`src/rtl/bcd_alu_pkg.sv`:
```
// Shared encodings for the BCD add/subtract unit: opcodes, FSM states and
// a digit-validity helper used when operands are captured.
package bcd_alu_pkg;

    localparam logic OP_ADD = 1'b0;
    localparam logic OP_SUB = 1'b1;

    typedef enum logic [1:0] {
        ST_IDLE = 2'd0,
        ST_CALC = 2'd1,
        ST_FIX  = 2'd2,
        ST_DONE = 2'd3
    } alu_state_t;

    // True when any of the four packed BCD digits is above 9.
    function automatic logic has_bad_digit(input logic [15:0] digits);
        logic bad;
        bad = 1'b0;
        for (int i = 0; i < 4; i++) begin
            if (digits[4*i +: 4] > 4'd9) begin
                bad = 1'b1;
            end
        end
        return bad;
    endfunction

endpackage

```
`src/rtl/bcd_alu_digit_addsub.sv`:
```
// Single-digit BCD adder/subtractor with carry/borrow chaining.
// Add: s = a + b + cin, wraps above 9. Sub: d = a - b - cin, wraps below 0.
module bcd_digit_addsub (
    input  logic [3:0] a,
    input  logic [3:0] b,
    input  logic       cin,
    input  logic       sub,
    output logic [3:0] d,
    output logic       cout
);

    logic [4:0] w_sum;
    logic [4:0] w_dif;

    // Operands are at most 9, so both results fit in 5 bits; w_dif[4] is the sign.
    assign w_sum = {1'b0, a} + {1'b0, b} + {4'd0, cin};
    assign w_dif = {1'b0, a} - {1'b0, b} - {4'd0, cin};

    // Decimal correction: the low nibble arithmetic is mod 16, which makes
    // the +/-10 adjustment land on the right digit without wider math.
    always_comb begin
        d    = 4'd0;
        cout = 1'b0;
        if (sub) begin
            if (w_dif[4]) begin
                d    = w_dif[3:0] + 4'd10;
                cout = 1'b1;
            end else begin
                d    = w_dif[3:0];
            end
        end else begin
            if (w_sum > 5'd9) begin
                d    = w_sum[3:0] - 4'd10;
                cout = 1'b1;
            end else begin
                d    = w_sum[3:0];
            end
        end
    end

endmodule

```
`src/rtl/bcd_alu.sv`:
```
// 4-digit BCD add/subtract, one digit per clock, with in-place 10's
// complement pass so negative differences come out as a magnitude.
//
//   state   | meaning
//   --------+-----------------------------------------------------------
//   IDLE    | waiting for start; operands captured on start
//   CALC    | digit-serial add/sub, index 0..3
//   FIX     | 10's complement of result after a final borrow, index 0..3
//   DONE    | set strobe for one cycle, then back to IDLE
module bcd_alu
    import bcd_alu_pkg::*;
(
    input  logic        clk,
    input  logic        rst,
    input  logic        start,
    input  logic        op,
    input  logic [3:0]  A1,
    input  logic [3:0]  A2,
    input  logic [3:0]  A3,
    input  logic [3:0]  A4,
    input  logic [3:0]  B1,
    input  logic [3:0]  B2,
    input  logic [3:0]  B3,
    input  logic [3:0]  B4,
    output logic [15:0] result,
    output logic        set,
    output logic        busy,
    output logic        ovf,
    output logic        neg,
    output logic        err
);

    alu_state_t  r_state;
    alu_state_t  w_state_nxt;
    logic [15:0] r_a;
    logic [15:0] r_b;
    logic        r_op;
    logic [1:0]  r_idx;
    logic        r_carry;
    logic [15:0] r_result;
    logic        r_set;
    logic        r_busy;
    logic        r_ovf;
    logic        r_neg;
    logic        r_err;
    logic        w_set_nxt;
    logic        w_busy_nxt;

    logic [15:0] w_a_in;
    logic [15:0] w_b_in;
    logic        w_bad_in;
    logic [3:0]  w_bit_ofs;
    logic [3:0]  w_dig_a;
    logic [3:0]  w_dig_b;
    logic        w_dig_sub;
    logic [3:0]  w_dig_d;
    logic        w_dig_cout;

    assign w_a_in    = {A4, A3, A2, A1};
    assign w_b_in    = {B4, B3, B2, B1};
    assign w_bad_in  = has_bad_digit(w_a_in) | has_bad_digit(w_b_in);
    assign w_bit_ofs = {r_idx, 2'b00};

    // Digit unit operand select: CALC uses the captured operands, FIX
    // subtracts the current result digit from zero.
    always_comb begin
        w_dig_a   = 4'd0;
        w_dig_b   = r_result[w_bit_ofs +: 4];
        w_dig_sub = 1'b1;
        if (r_state == ST_CALC) begin
            w_dig_a   = r_a[w_bit_ofs +: 4];
            w_dig_b   = r_b[w_bit_ofs +: 4];
            w_dig_sub = r_op;
        end
    end

    bcd_digit_addsub u_digit (
        .a    (w_dig_a),
        .b    (w_dig_b),
        .cin  (r_carry),
        .sub  (w_dig_sub),
        .d    (w_dig_d),
        .cout (w_dig_cout)
    );

    // State register.
    always_ff @(posedge clk) begin
        if (!rst) begin
            r_state <= ST_IDLE;
        end else begin
            r_state <= w_state_nxt;
        end
    end

    // Next-state logic.
    always_comb begin
        w_state_nxt = r_state;
        case (r_state)
            ST_IDLE: begin
                if (start) begin
                    w_state_nxt = w_bad_in ? ST_DONE : ST_CALC;
                end
            end
            ST_CALC: begin
                if (r_idx == 2'd3) begin
                    w_state_nxt = (r_op == OP_SUB && w_dig_cout) ? ST_FIX : ST_DONE;
                end
            end
            ST_FIX: begin
                if (r_idx == 2'd3) begin
                    w_state_nxt = ST_DONE;
                end
            end
            ST_DONE: w_state_nxt = ST_IDLE;
            default: w_state_nxt = ST_IDLE;
        endcase
    end

    // Output decode from the next state, registered below so set/busy line up
    // exactly with the state they describe.
    always_comb begin
        w_set_nxt  = (w_state_nxt == ST_DONE);
        w_busy_nxt = (w_state_nxt != ST_IDLE);
    end

    // Strobe and busy registers.
    always_ff @(posedge clk) begin
        if (!rst) begin
            r_set  <= 1'b0;
            r_busy <= 1'b0;
        end else begin
            r_set  <= w_set_nxt;
            r_busy <= w_busy_nxt;
        end
    end

    // Datapath: operand capture, per-digit result writes and status flags.
    always_ff @(posedge clk) begin
        if (!rst) begin
            r_a      <= 16'h0000;
            r_b      <= 16'h0000;
            r_op     <= OP_ADD;
            r_idx    <= 2'd0;
            r_carry  <= 1'b0;
            r_result <= 16'h0000;
            r_ovf    <= 1'b0;
            r_neg    <= 1'b0;
            r_err    <= 1'b0;
        end else begin
            case (r_state)
                ST_IDLE: begin
                    if (start) begin
                        r_a      <= w_a_in;
                        r_b      <= w_b_in;
                        r_op     <= op;
                        r_idx    <= 2'd0;
                        r_carry  <= 1'b0;
                        r_result <= 16'h0000;
                        r_ovf    <= 1'b0;
                        r_neg    <= 1'b0;
                        r_err    <= w_bad_in;
                    end
                end
                ST_CALC: begin
                    r_result[w_bit_ofs +: 4] <= w_dig_d;
                    r_carry                  <= w_dig_cout;
                    r_idx                    <= r_idx + 2'd1;
                    if (r_idx == 2'd3) begin
                        if (r_op == OP_ADD) begin
                            r_ovf <= w_dig_cout;
                        end else if (w_dig_cout) begin
                            r_neg   <= 1'b1;
                            r_carry <= 1'b0;
                        end
                    end
                end
                ST_FIX: begin
                    r_result[w_bit_ofs +: 4] <= w_dig_d;
                    r_carry                  <= w_dig_cout;
                    r_idx                    <= r_idx + 2'd1;
                end
                default: begin
                end
            endcase
        end
    end

    assign result = r_result;
    assign set    = r_set;
    assign busy   = r_busy;
    assign ovf    = r_ovf;
    assign neg    = r_neg;
    assign err    = r_err;

endmodule

```
`config.mk`:
```
export PLATFORM = sky130hd
export DESIGN_NAME = bcd_alu
export DESIGN_NICKNAME = d
export VERILOG_FILES = /design/src/rtl/bcd_alu_pkg.sv /design/src/rtl/bcd_alu_digit_addsub.sv /design/src/rtl/bcd_alu.sv
export SDC_FILE = /design/constraint.sdc
export NUM_CORES = 1
export LEC_CHECK = 0
export CAP_MARGIN = 20
export CORE_UTILIZATION = 50
export DETAILED_ROUTE_END_ITERATION = 8
export PLACE_DENSITY = 0.82
export REMOVE_ABC_BUFFERS = 1
export SETUP_SLACK_MARGIN = 0.5
export SYNTH_ARGS = -nofsm -noshare
export SYNTH_HDL_FRONTEND = slang
export SYNTH_SLANG_ARGS = --single-unit
```
`constraint.sdc`:
```
create_clock -name clk -period 4.6 [get_ports clk]
set_input_delay 1.15 -clock clk [delete_from_list [all_inputs] [get_ports clk]]
set_output_delay 1.15 -clock clk [all_outputs]
set_load 0.05 [all_outputs]
```
; ---- Word level (Yosys, flattened, before mapping)
; Index checks and enable logic that the tools add are counted.
[totals]
inputBits = 36
ff_bits = 59
[op_classes]
n_mux = 39
n_eq_ne = 10
shift = 5
addsub = 8
bitwise_logic = 1
magnitude_cmp = 9
reduce_logical = 12
[op_table]
columns = cell, count
row1 = $shiftx A16 B5 Y4, 3
row2 = $gt A4 B4 Y1 const B, 8
row3 = $pmux W16 S2, 1
row4 = $mux W1, 21
row5 = $mux W4, 5
row6 = $bwmux W16, 1
row7 = $mux W16, 1
row8 = $shift A4 B6 Y16 const A, 1
row9 = $shiftx A4 B6 Y16, 1
row10 = $mux W2, 5
row11 = $eq A2 B2 Y1 const B, 4
row12 = $ne A2 B2 Y1 const B, 4
row13 = $pmux W2 S4, 1
row14 = $neg A4 Y6, 1
row15 = $reduce_and A2 Y1, 3
row16 = $reduce_bool A2 Y1, 3
row17 = $add A4 B4 Y5, 1
row18 = $add A5 B1 Y5, 1
row19 = $gt A5 B4 Y1 const B, 1
row20 = $reduce_and A5 Y1, 1
row21 = $sub A4 B4 Y5, 1
row22 = $sub A5 B1 Y5, 1
row23 = $add A4 B4 Y4 const B, 1
row24 = $pmux W1 S2, 2
row25 = 12 further kinds, 12

; ---- Longest topological paths before layout
[logic_depth]
word_depth = 12
depth_mapped = 16
ltp_nobuf = 15

; ---- Modules after synthesis
; Synthesis repeated with hierarchy kept, for this count alone.
[hier_totals]
hier_cells = 391
hier_area_um2 = 3538.4
[modules_own_cells]
columns = mod, area_each_um2, n_inst, cells_per_inst
row1 = bcd_alu, 2959.1, 1, 319
row2 = bcd_digit_addsub, 579.3, 1, 72

; ---- Least setup slack after synthesis
; OpenSTA, ideal clock, no wires.
[synth_path]
path_kind = reg-to-reg
startpoint = reg r_state[1]
endpoint = reg r_result[11], in the netlist result[11]
t_arrival_ns = 3.730
slack_ns = 0.741
path_stages_with_launch = 17
setup_ns = 0.129
period_less_slack_ns = 3.859
path_cell_list = dfxtp_1 inv_1 ha_1 buf_1 buf_1 mux4_2 nand2_1 nand2_1 ha_1 buf_4 xnor2_1 ha_1 nor2_1 mux4_2 o211a_1 nor4_4 o31ai_1
[synth_between]
elab_chain_len = 10
word_cells_on_any_way = 23
[synth_lines]
columns = item, line_no
row1 = from (decl), bcd_alu.sv:33  ; alu_state_t r_state;
row2 = from (signal assigned), bcd_alu.sv:91  ; r_state <= w_state_nxt;
row3 = $eq A2 B1 Y1, "bcd_alu.sv:70, bcd_alu.sv:150"
row4 = $mux W4, bcd_alu.sv:70  ; if (r_state == ST_CALC) begin
row5 = $add A4 B4 Y5 or $sub A4 B4 Y5 (tied branches), "bcd_alu_digit_addsub.sv:16, bcd_alu_digit_addsub.sv:17"
row6 = $add A5 B1 Y5 or $sub A5 B1 Y5 (tied branches), "bcd_alu_digit_addsub.sv:16, bcd_alu_digit_addsub.sv:17"
row7 = $sub A4 B4 Y4 (tied with other cells), bcd_alu_digit_addsub.sv:33  ; d = w_sum[3:0] - 4'd10;
row8 = "$mux W4, on equally long branches", "bcd_alu_digit_addsub.sv:32, bcd_alu_digit_addsub.sv:25"
row9 = $mux W4, bcd_alu_digit_addsub.sv:24  ; if (sub) begin
row10 = $shiftx A4 B6 Y16, "bcd_alu.sv:165, bcd_alu.sv:178"
row11 = $bwmux W16, "bcd_alu.sv:165, bcd_alu.sv:178"
row12 = $pmux W16 S2, bcd_alu.sv:150  ; case (r_state)
row13 = "to (signal, indexed assignment)", bcd_alu.sv:165  ; r_result[w_bit_ofs +: 4] <= w_dig_d;
row14 = "to (signal, indexed assignment)", bcd_alu.sv:178  ; r_result[w_bit_ofs +: 4] <= w_dig_d;
row15 = to (decl), bcd_alu.sv:40  ; logic [15:0] r_result;
; Several ways; a longest one is shown, not always the timed one.
; A chain may end at the register's enable or synchronous reset.

; ---- Worst setup path after layout
[layout_path]
startpoint = reg r_idx[0]
endpoint = reg r_result[3], in the netlist result[3]
[layout_between]
elab_chain_len = 10
word_cells_on_any_way = 20
[layout_lines]
columns = item, line_no
row1 = from (decl), bcd_alu.sv:38  ; logic [1:0] r_idx;
row2 = from (signal assigned), bcd_alu.sv:167  ; r_idx <= r_idx + 2'd1;
row3 = from (signal assigned), bcd_alu.sv:180  ; r_idx <= r_idx + 2'd1;
row4 = "$shiftx A16 B5 Y4, on equally long branches", "bcd_alu.sv:71, bcd_alu.sv:68, bcd_alu.sv:72"
row5 = $mux W4, bcd_alu.sv:70
row6 = $add A4 B4 Y5 or $sub A4 B4 Y5 (tied branches), "bcd_alu_digit_addsub.sv:16, bcd_alu_digit_addsub.sv:17"
row7 = $add A5 B1 Y5 or $sub A5 B1 Y5 (tied branches), "bcd_alu_digit_addsub.sv:16, bcd_alu_digit_addsub.sv:17"
row8 = $sub A4 B4 Y4 (tied with other cells), bcd_alu_digit_addsub.sv:33
row9 = "$mux W4, on equally long branches", "bcd_alu_digit_addsub.sv:32, bcd_alu_digit_addsub.sv:25"
row10 = $mux W4, bcd_alu_digit_addsub.sv:24
row11 = $shiftx A4 B6 Y16, "bcd_alu.sv:165, bcd_alu.sv:178"
row12 = $bwmux W16 *, "bcd_alu.sv:165, bcd_alu.sv:178"
row13 = $pmux W16 S2 *, bcd_alu.sv:150
; Every way passes the cells marked *; elsewhere a longest branch is shown, timed or not.

==> impl_results.md <==
* MaxCap Viol Count at 0
* Max Clk Rate at around 260 MHz
* Warnings, synthesis at 0
* Core area at ~6800 µm²
* Critical Path Max Stage Delay at ~0.56 ns
* Critical path required time at between 4 and 5 ns
* Root cell of the clock tree: clkbuf_8
* Cts repair resizes at 0
* Post-route minimum period at between 3 and 4 ns
* Gr ovfl total at 0
* First-iteration detailed-routing DRC count at about 270
* Seq/Total Area, Yosys at between 30% and 40%
* First-pass GRT wire length at about 15000 µm
* Pwr dens at 406 nW/µm²
* Simple-Gate Fraction of Synth Area at approximately 22%
* Xor/xnor share of the synthesized area at approximately 1.2%
* Maximum fanout along the worst path at 18
* Die height at 85.7 µm
* Yosys cell types at 49
* Netlist Area Pre-Place at about 3500 µm²
* Ports at 57
* WS Path Type: flop to flop
* Post-route clock period utilization at between 80% and 90%
* CP max-delay cell: mux4_2
* # port buffers at 56
* Clk buf depth at 2
* Final hold vios at 0
* Num rows at 30
* Hold crit path type: flop to flop
* Seq. cell area at about 1200 µm²
* Post-DP HPWL at 6650 µm
* Synth area leader: dfxtp_1
* Vias per cell at around 5.6
* WL/cell at around 15 µm
* Most common cell after layout, fill and taps aside: nand2_1
* Proportion of synthesized area in mux cells at roughly 8.6%
* Post-synth top flop: dfxtp_1
* Synth Area in Compound Gates at 21.3%
* Drt pass-1 iters at 5
* Worst-path clk slew at approximately 0.070 ns
* Clock skew at 0.00940 ns
* Global-route usage over all layers at 25.8%
* Critical path arrival at roughly 4.0 ns
* Nets at 522
* Vias at about 3200
* Fillers at between 500 and 600
* Cts bufs inserted at 9
* Ys async rst share at 0%
* Routed Antenna Nets at 0
* Unrepaired setup endpoints after global routing: false
* Synth Area in Adders at under 10%
* Status: finished clean
* # diodes at 0
* Yosys top cell area share at approximately 34%
* Worst setup SP type: flop
* Most frequent cells in the layout: nand2_1, dfxtp_1, clkdlybuf4s50_1
* EDFF count, synth at 0
* Sink Count at 59
* Multi-input combinational cell area at approximately 2200 µm²
* Worst-Skew Late Latency at ~0.34 ns
* Final wirelength at roughly 8700 µm
* Remaining DRCs at 0
* Leakage at 0.00160 µW
* Routability cong. at just under 1
* Worst-path cell chain: buf_4 -> mux4_2 -> and2_1 -> fa_1 -> xnor2_1 -> ha_1 -> nor2_1 -> mux4_2 -> o211a_1 -> nor4_4 -> o31ai_1
* Most used cell, CP: mux4_2
* Initial Util at between 50% and 60%
* Hold-fix buffers, CTS at 0
* Area grow syn2layout at 23.4%
* Largest cells by area after synthesis: dfxtp_1, nand2_1, a21boi_0
* Post-Syn Instances at 414
* Slew Limit Fails at 0
* Die Wd at 85.7 µm
* Slew @ Worst Pin at 0.578 ns
* VDD IR max at around 0.18 mV
* Vias in the first global route at 3001
* Seq cells post-synth at a little under 60
* Worst hold slack at approximately 0.47 ns
* Setup violators final at 0
* H-tree Lvls at 3
* Largest family of logic cells by synthesized area: simple AND/OR/NAND/NOR gates
* Largest net degree at the start of global routing at 52
* Die ar. at 7350 µm²
* Post-Route Setup TNS at 0 ns
* Syn avg cell area at 8.47 µm²
* CTS tree: done
* Setup bufs post-CTS at 0
* Crit. End Element: flop
* Antenna violations before repair at 0
* Layout cells sized above 1 at roughly 8.7%
* Slew HR at roughly 61%
[metrics by stage]
| step | util (%) | std cells | area, µm² | setup WS (ns) | power, µW |
|---|---|---|---|---|---|
| 4_1_cts | 63.6 | 565 | 4320 | 0.760 | 1750 |
| 5_1_grt | 63.7 | 566 | 4330 | 0.519 | 1860 |
| 2_1_floorplan | - | 392 | 3410 | 0.657 | 1100 |
| 3_3_place_gp | 60.8 | 549 | 4130 | 0.915 | 1300 |
| 6_report | 63.7 | 566 | 4330 | 0.768 | 1760 |
| 3_5_place_dp | 60.8 | 549 | 4130 | 0.768 | 1310 |
[synth_stat cells (all sizes together), types with 5 or more instances]
cell type and n:
o211ai 5, clkbuf 17, nor2b 6, a21boi 37
inv 17, nand2 106, o31ai 10, o21a 5
nor3 6, a32oi 5, ha 17, o21ai 23
nor2 19, dfxtp 59, and2 12, buf 5
mux4 11, nand2b 5
[final timing paths]
path,start,endpoint,slack [ns],depth (start not counted)
max,r_idx[0],result[3],0.77,11
min,r_a[8],r_a[8],0.47,2
max reg2reg,r_idx[0],result[3],0.77,11
min reg2reg,r_a[8],r_a[8],0.47,2
[where the power goes]
group | internal, µW | switching, µW | leakage (µW)
Combinational | 276 | 441 | 0.00102
Sequential | 564 | 40.0 | 0.000481
Clock | 225 | 210 | 0.0000915
Total | 1070 | 691 | 0.00160
[worst max-delay path: cells and delay by family (launching register included)]
kind            cells  cell delay, ns
mux                 2            1.04
fa+ha+maj           2            0.68
buf+inv             1            0.31
compound gates      2            0.38
simple gates        3            0.58
flops               1            0.44
xor+xnor            1            0.25
[cell families after synthesis]
kind of cell,Yosys count
xor gates and xnor gates,4
muxes,16
adders and majority gates,21
buffers and inverters,39
and+or+nand+nor,172
DFF,59
AOI/OAI and AO/OA,103
[layer usage]
| layer | wire length (µm) | global-route usage, % |
|---|---|---|
| met5 | 0 | 0 |
| met1 | 3910 | 34.3 |
| met4 | 239 | 11.4 |
| met3 | 581 | 6.54 |
| met2 | 3970 | 39.9 |
[sequential cells by signal (all words and copies together) (netlist names)]
signal and cells:
r_idx 2, busy 1, result 16, r_b 16, err 1, r_state 2
r_op 1, set 1, r_carry 1, neg 1, ovf 1, r_a 16
[area by class of cell]
class,count,area share (%)
clock buffer,11,3.50
clock inverter,5,0.868
inverter,17,1.48
multi-input combinational,316,50.1
sequential,59,27.3
tap,96,2.78
timing repair buffer,62,13.9
Power figures use the tool's default switching activity.
